## src/rtl/jk_bank_sequencer.sv

```systemverilog
// Command-driven set/clear/toggle/load/count controller for an external bank of JK flip-flops.
// Optional macro JK_SEQ_VERIFY_EN adds a sticky read-back check that drives err.
module jk_bank_sequencer #(
    parameter int unsigned WIDTH = 4,
    parameter int unsigned CNT_W = 8
) (
    input  logic             clk,
    input  logic             rst,
    input  logic             cmd_valid,
    output logic             cmd_ready,
    input  logic [2:0]       cmd_op,
    input  logic [WIDTH-1:0] cmd_data,
    input  logic [CNT_W-1:0] cmd_count,
    input  logic [WIDTH-1:0] q_in,
    output logic [WIDTH-1:0] j_out,
    output logic [WIDTH-1:0] k_out,
    output logic             busy,
    output logic             done,
    output logic             err
);

    typedef enum logic [1:0] {
        S_IDLE   = 2'd0,
        S_APPLY  = 2'd1,
        S_SETTLE = 2'd2
    } state_t;

    localparam logic [2:0] OP_SET  = 3'b001;
    localparam logic [2:0] OP_CLR  = 3'b010;
    localparam logic [2:0] OP_TOG  = 3'b011;
    localparam logic [2:0] OP_LOAD = 3'b100;
    localparam logic [2:0] OP_UP   = 3'b101;
    localparam logic [2:0] OP_DOWN = 3'b110;

    state_t           state_q, state_d;
    logic [WIDTH-1:0] j_q, j_d, k_q, k_d;
    logic             busy_q, busy_d;
    logic             done_q, done_d;
    logic [2:0]       op_q, op_d;
    logic [WIDTH-1:0] data_q, data_d;
    logic [CNT_W-1:0] rem_q, rem_d;

    logic             issue;
    logic [2:0]       sel_op;
    logic [WIDTH-1:0] sel_data;
    logic [WIDTH-1:0] tmask;
    logic [WIDTH-1:0] pat_j, pat_k;

    // Counter toggle mask: bit i flips when all lower bits are 1 (up) or 0 (down).
    function automatic logic [WIDTH-1:0] step_mask(input logic down, input logic [WIDTH-1:0] q);
        logic [WIDTH-1:0] m;
        logic             c;
        c = 1'b1;
        for (int i = 0; i < WIDTH; i++) begin
            m[i] = c;
            c    = c & (down ? ~q[i] : q[i]);
        end
        return m;
    endfunction

    assign cmd_ready = (state_q == S_IDLE) && !rst;
    assign j_out     = j_q;
    assign k_out     = k_q;
    assign busy      = busy_q;
    assign done      = done_q;

    // Step pattern: taken from the incoming command in IDLE, from the latched one afterwards.
    always_comb begin
        sel_op   = (state_q == S_IDLE) ? cmd_op   : op_q;
        sel_data = (state_q == S_IDLE) ? cmd_data : data_q;
        tmask    = step_mask(sel_op == OP_DOWN, q_in);
        if (state_q == S_IDLE && cmd_count == '0) begin
            tmask = '0;
        end
        pat_j = '0;
        pat_k = '0;
        case (sel_op)
            OP_SET:  pat_j = sel_data;
            OP_CLR:  pat_k = sel_data;
            OP_TOG:  begin pat_j = sel_data; pat_k = sel_data; end
            OP_LOAD: begin pat_j = sel_data; pat_k = ~sel_data; end
            OP_UP,
            OP_DOWN: begin pat_j = tmask; pat_k = tmask; end
            default: ;
        endcase
    end

    always_comb begin
        state_d = state_q;
        j_d     = '0;
        k_d     = '0;
        done_d  = 1'b0;
        op_d    = op_q;
        data_d  = data_q;
        rem_d   = rem_q;
        issue   = 1'b0;
        case (state_q)
            S_IDLE: begin
                if (cmd_valid) begin
                    issue   = 1'b1;
                    op_d    = cmd_op;
                    data_d  = cmd_data;
                    rem_d   = ((cmd_op == OP_UP || cmd_op == OP_DOWN) && cmd_count != '0)
                              ? cmd_count - CNT_W'(1) : '0;
                    state_d = S_APPLY;
                end
            end
            S_APPLY: state_d = S_SETTLE;
            S_SETTLE: begin
                if (rem_q != '0) begin
                    issue   = 1'b1;
                    rem_d   = rem_q - CNT_W'(1);
                    state_d = S_APPLY;
                end else begin
                    done_d  = 1'b1;
                    state_d = S_IDLE;
                end
            end
            default: state_d = S_IDLE;
        endcase
        if (issue) begin
            j_d = pat_j;
            k_d = pat_k;
        end
        busy_d = (state_d != S_IDLE);
    end

    always_ff @(posedge clk) begin
        if (rst) begin
            state_q <= S_IDLE;
            j_q     <= '0;
            k_q     <= '0;
            busy_q  <= 1'b0;
            done_q  <= 1'b0;
            op_q    <= '0;
            data_q  <= '0;
            rem_q   <= '0;
        end else begin
            state_q <= state_d;
            j_q     <= j_d;
            k_q     <= k_d;
            busy_q  <= busy_d;
            done_q  <= done_d;
            op_q    <= op_d;
            data_q  <= data_d;
            rem_q   <= rem_d;
        end
    end

`ifdef JK_SEQ_VERIFY_EN
    logic [WIDTH-1:0] exp_q, exp_d;
    logic [WIDTH-1:0] vmask_q, vmask_d;
    logic             err_q, err_d;

    // Predict the bank value a step produces and which bits must match it in SETTLE.
    always_comb begin
        exp_d   = exp_q;
        vmask_d = vmask_q;
        err_d   = err_q;
        if (issue) begin
            exp_d = (pat_j & ~pat_k) | (~pat_j & ~pat_k & q_in) | (pat_j & pat_k & ~q_in);
            case (sel_op)
                OP_SET, OP_CLR:           vmask_d = sel_data;
                OP_LOAD, OP_UP, OP_DOWN:  vmask_d = '1;
                default:                  vmask_d = '0;
            endcase
        end
        if (state_q == S_SETTLE && ((q_in ^ exp_q) & vmask_q) != '0) begin
            err_d = 1'b1;
        end
    end

    always_ff @(posedge clk) begin
        if (rst) begin
            exp_q   <= '0;
            vmask_q <= '0;
            err_q   <= 1'b0;
        end else begin
            exp_q   <= exp_d;
            vmask_q <= vmask_d;
            err_q   <= err_d;
        end
    end

    assign err = err_q;
`else
    assign err = 1'b0;
`endif

endmodule
```

## config.mk

```make
export PLATFORM = sky130hd
export DESIGN_NAME = jk_bank_sequencer
export DESIGN_NICKNAME = d
export VERILOG_FILES = /design/src/rtl/jk_bank_sequencer.sv
export SDC_FILE = /design/constraint.sdc
export NUM_CORES = 1
export LEC_CHECK = 0
export CAP_MARGIN = 15
export CORE_ASPECT_RATIO = 0.6
export CORE_MARGIN = 3
export CORE_UTILIZATION = 35
export CTS_CLUSTER_SIZE = 12
export DETAILED_ROUTE_END_ITERATION = 16
export SYNTH_ARGS = -nofsm -noshare
export SYNTH_HDL_FRONTEND = slang
export SYNTH_SLANG_ARGS = --single-unit
```

## constraint.sdc

```tcl
create_clock -name clk -period 1.6 [get_ports clk]
set_input_delay 0.32 -clock clk [delete_from_list [all_inputs] [get_ports clk]]
set_output_delay 0.32 -clock clk [all_outputs]
set_load 0.01 [all_outputs]
```

==> flow_summary.toml, run 1 <==
[synth]
syn_area_um2 = 1670
ys.flop_type = "dfxtp_1"
yosysWarnings = 0
synth-edff-count = 0
synthArstFlopShare_pct = 0
avgSynthCellArea_um2 = 7.81
synthMuxAreaShare_pct = 7.19
synth.ff_latch_count = 27
synthXorXnorAreaFrac_pct = 5.77
synth_cells = 214
synth_area_leaders = "dfxtp_1 (32%), mux2i_1 (7.2%), nand2_1 (7.2%), o22ai_1 (4.1%), nor2_1 (4.0%)"
synth_top_area_cell = "dfxtp_1"
synth_top_area_share_pct = 32.4
synth-compound-area-share_pct = 19.9
synth_top_family_by_area = "simple AND/OR/NAND/NOR gates"
synth_fp_nets = 239
seq_area_frac_synth_pct = 32.4
synthSimpleGateAreaFrac_pct = 25.7
synthAdderAreaFrac_pct = 2.25
synth_cell_type_count = 45

[drt]
via_count = 1893
routed_wirelength_mm = 5.86
dr.pass1.iters = 4
vias_per_cell = 5.38
drc = 0
drt-initial-drc-count = 174
antenna_left = 0
wire_per_inst_um = 16.6

[clocking]
cts.clk_slew.worst_paths_ns = 0.10
htree_levels = 1
clock-sinks = 27
clock_latency_ns = 0.28
cts_buffer_depth = 2
cts-root-buf = "clkbuf_8"
cts_hold_buf = 0
cts-buffers-inserted = 3
cts_tree = "done"

[critical_path]
crit_buf_inv = 0
startpoint_type = "flip-flop"
crit_path_cell_trace = "or4_4 > or4_4 > a21oi_2 > o22ai_1 > o21a_1"
cp.required_ns = 1.78
crit_path_max_fanout = 2
cp_num_cells = 5
critPathTopFamily = "simple AND/OR/NAND/NOR gates"
max_stage_delay_ns = 0.57
path_class = "flip-flop to flip-flop"
r2r_cells = 5
cp.arrival_ns = 1.99
critPathMostFrequentCell = "or4_4"
worst_setup_path_end_kind = "flip-flop"
worst_path_max_delay_cell = "or4_4"

[finish]
postLayoutCellArea_um2 = 2820
syn2layout_area_growth_pct = 68.6
nNetsFinal = 318
multi_input_area_um2 = 1350
nFillCells = 338
antennaDiodeCount = 0
drive_gt1_share_pct = 41.4
layout.area.seq_um2 = 546

[floorplanning]
ioPinCount = 34
design.die.area_um2 = 5660
fp-row-count = 18
core_um2 = 4350
fp.dieH_um = 59.5
initial_utilization_pct = 38.4
die_w_um = 95.2

[timing]
hold_viol_final = 0
holdWs_ns = 0.498
setup_tns_ns = -1.58
layout_worst_path_cycle_share_pct = 113
maxSlewViolCount = 0
period_needed_ns = 1.81
rsz0062_at_grt = "true"
fin_ws_ns = -0.209
setup_violations = 17
skew_ns = 0.00366
fmax_mhz = 553

[global_route]
grt_max_degree = 17
grt_pass1_vias = 1570
gr-usage-all-layers_pct = 19.3
grt_pass1_wl_mm = 8.34
antenna_found_initial = 0
overflow = 0

[job]
cap_violations = 0

[outcome]
status = "finished with violations"
violations = "negative setup slack"

[placement]
dp_slack_ns = -0.533
placed_area_um2 = 2330
gp_congestion = 0.884
dp_hpwl_mm = 3.96
port_buffers = 31

[pwr]
leakage_nw = 1.14
power_density_nw_per_um2 = 750
ir_drop_v = 0.000367

[min_path]
holdPathStages = 2
hold_class = "flip-flop to flip-flop"
-- power by group --
| part | switching (mW) | internal [mW] |
|---|---|---|
| registers | 0.0448 | 0.719 |
| logic | 0.455 | 0.489 |
| clock network | 0.226 | 0.177 |
| total | 0.727 | 1.39 |
-- layer usage --
metal / vias to the layer above / part of all wire (%) / GRT usage, %
li1: 922 / - / -
met1: 897 / 51 / 33.4
met2: 72 / 41 / 22.6
met3: 2 / 8.0 / 4.70
met4: 0 / 0.24 / 2.67
met5: - / 0 / 0
-- final timing paths --
path / start / end / slack, ns
setup / recovery: rem_q[3] / rem_q[7] / -0.21
hold / removal: data_q[3] / data_q[3] / 0.50
setup reg to reg: rem_q[3] / rem_q[7] / -0.21
hold reg to reg: data_q[3] / data_q[3] / 0.50
-- logic make-up after synthesis --
group	after synthesis
AOI/OAI and AO/OA	51
xor gates and xnor gates	11
adders and majority gates	3
buffers and inverters	21
DFF	27
muxes	12
other	1
and+or+nand+nor	88
-- cell type report --
class	count	share of cell area, %
clock buffer	3	1.47
clock inverter	1	0.267
inverter	7	1.02
multi-input combinational	166	48.0
sequential	27	19.4
tap	60	2.67
timing repair buffer	88	27.2
-- worst reg2reg max path, cell delays in order, from the launching register on --
cell and delay (ns):
dfxtp_1 0.32, or4_4 0.57, or4_4 0.44, a21oi_2 0.13
o22ai_1 0.08, o21a_1 0.17
-- cells in the mapped netlist (4+ instances only) --
| cell type | count |
|---|---|
| nand2_1 | 32 |
| xnor2_1 | 7 |
| inv_1 | 7 |
| xor2_1 | 4 |
| o22ai_1 | 11 |
| nor2_1 | 18 |
| a221oi_1 | 5 |
| mux2i_1 | 12 |
| clkbuf_1 | 4 |
| dfxtp_1 | 27 |
| a22oi_1 | 4 |
| o21ai_0 | 8 |
| a21oi_1 | 12 |
| nor3_1 | 10 |
| and3_1 | 4 |
-- state kept, by name (all words and copies together) (netlist names) --
register,count
rem_q,8
done,1
data_q,4
state_q,2
j_out,4
k_out,4
busy,1
op_q,3
-- metrics by stage --
| stage | power [mW] | utilization [%] | instances |
|---|---|---|---|
| CTS | 1.92 | 58.5 | 347 |
| finish | 2.11 | 64.8 | 352 |
| global placement | 1.43 | 53.7 | 338 |
| detailed placement | 1.43 | 53.7 | 338 |
| floorplan | 1.12 | - | 214 |
| global route | 2.21 | 64.8 | 352 |
-- layout by cell type (no fill, tap or decap), types with 4 or more instances in the layout --
cell / count
a21oi_1: 11
a221oi_2: 4
buf_4: 46
buf_6: 11
clkdlybuf4s50_1: 21
dfxtp_1: 23
dfxtp_2: 4
dlygate4sd2_1: 8
inv_1: 4
mux2i_1: 7
nand2_1: 28
nor2_1: 12
nor2_4: 4
nor3_1: 10
o21ai_0: 6
o22ai_2: 8
xnor2_1: 5
-- what timing repair did --
action	in CTS	in global routing
buffers inserted	5	5
resized for setup	44	52
pin swaps	15	18
endpoints found under the setup margin	17	16
(Power assumes the default switching activity.)
==> run 2: changes to the inputs <==
RECOVER_POWER = 100   (was default)
==> run 2 against run 1 <==
Net effect: the run still ends with negative setup slack left; via count up 1.0%; combinational power is 0.8% lower; critical path depth stayed put; cell count unchanged; design area decreased by 0.22%; clock power hardly changed; non-clock buffer count unchanged; count of clock-buffer cells in the layout stayed put; largest cell class unchanged; critical endpoint unchanged; setup slack got worse by 0.0030 ns; die area did not move; utilization fell by 0.14 points.
==> flow_summary.toml, run 2 (synthesized netlist as in run 1, its figures left out) <==
[drt]
drc = 0
wire_per_inst_um = 16.6
drt-initial-drc-count = 164
routed_wirelength_mm = 5.83
antenna_left = 0
vias_per_cell = 5.43
dr.pass1.iters = 4
via_count = 1912

[global_route]
gr-usage-all-layers_pct = 19.3
grt_max_degree = 17
overflow = 0
antenna_found_initial = 0
grt_pass1_vias = 1570
grt_pass1_wl_mm = 8.34

[timing]
setup_violations = 16
hold_viol_final = 0
maxSlewViolCount = 0
fin_ws_ns = -0.212
fmax_mhz = 552
skew_ns = 0.00355
rsz0062_at_grt = "true"
period_needed_ns = 1.81
layout_worst_path_cycle_share_pct = 113

[floorplanning]
die_w_um = 95.2
core_um2 = 4350
initial_utilization_pct = 38.4
ioPinCount = 34
fp-row-count = 18
fp.dieH_um = 59.5
design.die.area_um2 = 5660

[outcome]
status = "finished with violations"
violations = "negative setup slack"

[clocking]
cts.clk_slew.worst_paths_ns = 0.10
cts_buffer_depth = 2
clock-sinks = 27
cts-buffers-inserted = 3
cts_tree = "done"
htree_levels = 1
cts-root-buf = "clkbuf_8"
clock_latency_ns = 0.28

[pwr]
power_density_nw_per_um2 = 748
p_total_mw = 2.10
leakage_nw = 1.16
switching_share_pct = 34.4
p_sw_mw = 0.723
ir_drop_v = 0.000363
sequentialPowerShare_pct = 36.3
pwr-share-comb_pct = 44.6
p_clk_share_pct = 19.1
p_int_mw = 1.38

[finish]
nNetsFinal = 318
layout.area.seq_um2 = 546
antennaDiodeCount = 0
final_common_cell = "buf_4"
drive_gt1_share_pct = 41.1
syn2layout_area_growth_pct = 68.2
nFillCells = 341
largest_reg_flops = 8
fin_cells = 352
multi_input_area_um2 = 1350
regMostFlops = "rem_q"
layout_common_cells = "buf_4 (43), nand2_1 (28), dfxtp_1 (23), nor2_1 (12)"

[critical_path]
startpoint_type = "flip-flop"
cp.arrival_ns = 1.99
worst_setup_path_end_kind = "flip-flop"
crit_path_max_fanout = 2
path_class = "flip-flop to flip-flop"
cp.required_ns = 1.78

[job]
cap_violations = 0

[min_path]
hold_class = "flip-flop to flip-flop"

[placement]
port_buffers = 31
dp_hpwl_mm = 3.96
dp.cells = 338
gp_congestion = 0.884
## run 2: layout make-up
cell class | count | area share [%]
clock buffer | 3 | 1.47
inverter | 7 | 1.02
sequential | 27 | 19.4
clock inverter | 1 | 0.267
tap | 60 | 2.67
timing repair buffer | 88 | 27.1
multi-input combinational | 166 | 48.1
## run 2: path summary, 6_finish.rpt
kind / start / cells past startpoint / end / slack (ns)
min: data_q[3] / 2 / data_q[3] / 0.50
max reg2reg: rem_q[3] / 5 / rem_q[7] / -0.21
min reg2reg: data_q[3] / 2 / data_q[3] / 0.50
max: rem_q[3] / 5 / rem_q[7] / -0.21
## run 2: per-layer routing
layer | share of wire [%] | global-route usage, % | vias to the layer above
li1 | - | - | 925
met3 | 8.1 | 4.70 | 2
met1 | 51 | 33.4 | 904
met2 | 41 | 22.6 | 81
met4 | 0.24 | 2.67 | 0
met5 | 0 | 0 | -
## run 2: power groups by stage
stage	sequential (mW)	combinational [mW]	clock [mW]
after global placement	0.767	0.663	0
after floorplan	0.765	0.353	0
after detailed placement	0.769	0.657	0
after global routing	0.768	0.995	0.439
after CTS	0.757	0.749	0.410
final	0.763	0.937	0.401
## run 2: per-stage QoR
| stage | setup TNS (ns) | instance area, um^2 | worst slack, ns | hold slack [ns] | utilization [%] |
|---|---|---|---|---|---|
| floorplan | -0.163 | 1680 | -0.103 | 0.448 | - |
| global placement | -7.37 | 2330 | -0.534 | 0.469 | 53.7 |
| detailed placement | -7.36 | 2330 | -0.533 | 0.476 | 53.7 |
| CTS | -0.427 | 2540 | -0.193 | 0.493 | 58.5 |
| global route | -2.56 | 2810 | -0.247 | 0.517 | 64.7 |
| finish | -1.61 | 2810 | -0.212 | 0.497 | 64.7 |
## run 2: what timing repair did
action                     CTS  global route
setup buffers                5             5
hold buffers                 0             0
pin swaps                   15            18
gates resized for setup     44            52
setup endpoints to repair   17            16
## run 2: worst max-delay path: stages (launching register included)
cell     delay, ns
dfxtp_1       0.32
or4_4         0.57
or4_4         0.44
a21oi_2       0.13
o22ai_1       0.08
o21a_1        0.17
==> run 3: changes to the inputs <==
CORE_ASPECT_RATIO = 0.8   (was 0.6)
PLACE_DENSITY = 0.58   (was default)
clock period = 2.2 ns   (was 1.6 ns; I/O delays follow)
==> run 3 against run 2 <==
Net effect: die area shrank 0.39%; critical endpoint is now cmd_ready; setup slack gained 0.32 ns; cell count shrank 12%; critical path depth shrank 2; clock power shrank 27%; worst hold slack lost 0.018 ns; flip-flop and latch count is the same; the flow now finishes without violations; register-to-register slack gained 0.54 ns; wire length shrank 27%; critical path type is now primary input to output pin; largest cell class unchanged; power shrank 41%; sequential power shrank 27%; design area shrank 23%.
==> flow_summary.toml, run 3 (synthesized netlist as in run 1, its figures left out) <==
[outcome]
status = "completed"

[placement]
dp_slack_ns = -0.0436
gp_congestion = 0.797
port_buffers = 31
placed_area_um2 = 2110
dp_hpwl_mm = 3.42

[clocking]
cts_tree = "done"
clock-sinks = 27
cts-root-buf = "clkbuf_8"
clock_latency_ns = 0.28
cts_hold_buf = 0
htree_levels = 1
cts.clk_slew.worst_paths_ns = 0.10
cts-buffers-inserted = 3
cts_buffer_depth = 2

[critical_path]
cp.arrival_ns = 1.65
cp.required_ns = 1.76
crit_buf_inv = 2
rrSetupSlack_ns = 0.33
path_class = "primary input to output pin"
crit_path_max_fanout = 2
crit_path_cell_trace = "clkdlybuf4s50_1 > nor2_2 > clkdlybuf4s50_1"
max_stage_delay_ns = 0.56
startpoint_type = "primary input"
worst_path_max_delay_cell = "clkdlybuf4s50_1"
critPathTopFamily = "buffers and inverters"
critPathMostFrequentCell = "clkdlybuf4s50_1"
worst_setup_path_end_kind = "output pin"

[timing]
relSlewSlack_pct = 61.5
hold_viol_final = 0
maxSlewViolCount = 0
fin_ws_ns = 0.109
rsz0062_at_grt = "false"
period_needed_ns = 2.09
max_slew.worst_pin.slew_ns = 0.572
layout_worst_path_cycle_share_pct = 95.0
setup_violations = 0
skew_ns = 0.00769
fmax_mhz = 478
holdWs_ns = 0.479

[finish]
regMostFlops = "rem_q"
layout.area.seq_um2 = 541
layout_common_cells = "nand2_1 (32), dfxtp_1 (27), clkdlybuf4s50_1 (19), nor2_1 (17), buf_4 (17)"
syn2layout_area_growth_pct = 29.1
drive_gt1_share_pct = 11.4
multi_input_area_um2 = 1020
nFillCells = 448
nNetsFinal = 280
final_common_cell = "nand2_1"
largest_reg_flops = 8
antennaDiodeCount = 0
postLayoutCellArea_um2 = 2160

[global_route]
overflow = 0
grt_max_degree = 18
gr-usage-all-layers_pct = 16.1
grt_pass1_vias = 1410
antenna_found_initial = 0
grt_pass1_wl_mm = 7.20

[drt]
drc = 0
wire_per_inst_um = 13.7
drt-initial-drc-count = 265
dr.pass1.iters = 4
routed_wirelength_mm = 4.27
vias_per_cell = 5.11
via_count = 1590
antenna_left = 0

[job]
cap_violations = 0

[pwr]
p_total_mw = 1.24
ir_drop_v = 0.000297
power_density_nw_per_um2 = 573
leakage_nw = 0.877

[floorplanning]
ioPinCount = 34
fp.dieH_um = 67.8
die_w_um = 83.2
initial_utilization_pct = 38.1
design.die.area_um2 = 5640
fp-row-count = 21
core_um2 = 4390

[min_path]
hold_class = "flip-flop to flip-flop"
run 3: tightest hold or removal path, delay by kind of cell, from the launching register on:
kind | cells | cell delay, ns
flip-flops | 1 | 0.33
AO/OA/AOI/OAI | 1 | 0.05
AND/OR/NAND/NOR | 1 | 0.06
run 3: worst paths after layout:
check	end	cells after the start	from
setup reg to reg	rem_q[0]	5	rem_q[4]
setup / recovery	cmd_ready	3	rst
hold / removal	data_q[1]	2	data_q[1]
hold reg to reg	data_q[1]	2	data_q[1]
run 3: layout make-up:
class | instances | share of cell area, %
Multi-Input combinational cell | 166 | 47.5
Sequential cell | 27 | 25.1
Timing Repair Buffer | 50 | 20.6
Tap cell | 57 | 3.31
Clock buffer | 3 | 1.91
Inverter | 7 | 1.22
Clock inverter | 1 | 0.348
run 3: routing by layer:
layer	global-route usage, %	vias to the layer above	routed length [um]
met2	21.3	54	1560
li1	-	840	-
met1	26.0	694	2390
met4	2.45	0	19
met3	3.41	2	303
met5	0	-	0
run 3: metrics by stage:
stage | util (%) | std cells | setup TNS [ns]
floorplan | - | 214 | 0
global route | 49.2 | 311 | 0
finish | 49.2 | 311 | 0
CTS | 49.3 | 311 | 0
global placement | 48.1 | 307 | -0.0419
detailed placement | 48.1 | 307 | -0.0436
run 3: timing repair:
item                                   4_1_cts  5_1_grt
setup endpoints to repair                    1        1
setup buffers                                0        0
resized for setup                            1        1
endpoints found under the hold margin        0        0
run 3: where the power goes:
group / switching [mW] / leakage (nW) / internal [mW]
clock network: 0.166 / 0.0217 / 0.129
registers: 0.0338 / 0.221 / 0.521
logic: 0.197 / 0.634 / 0.188
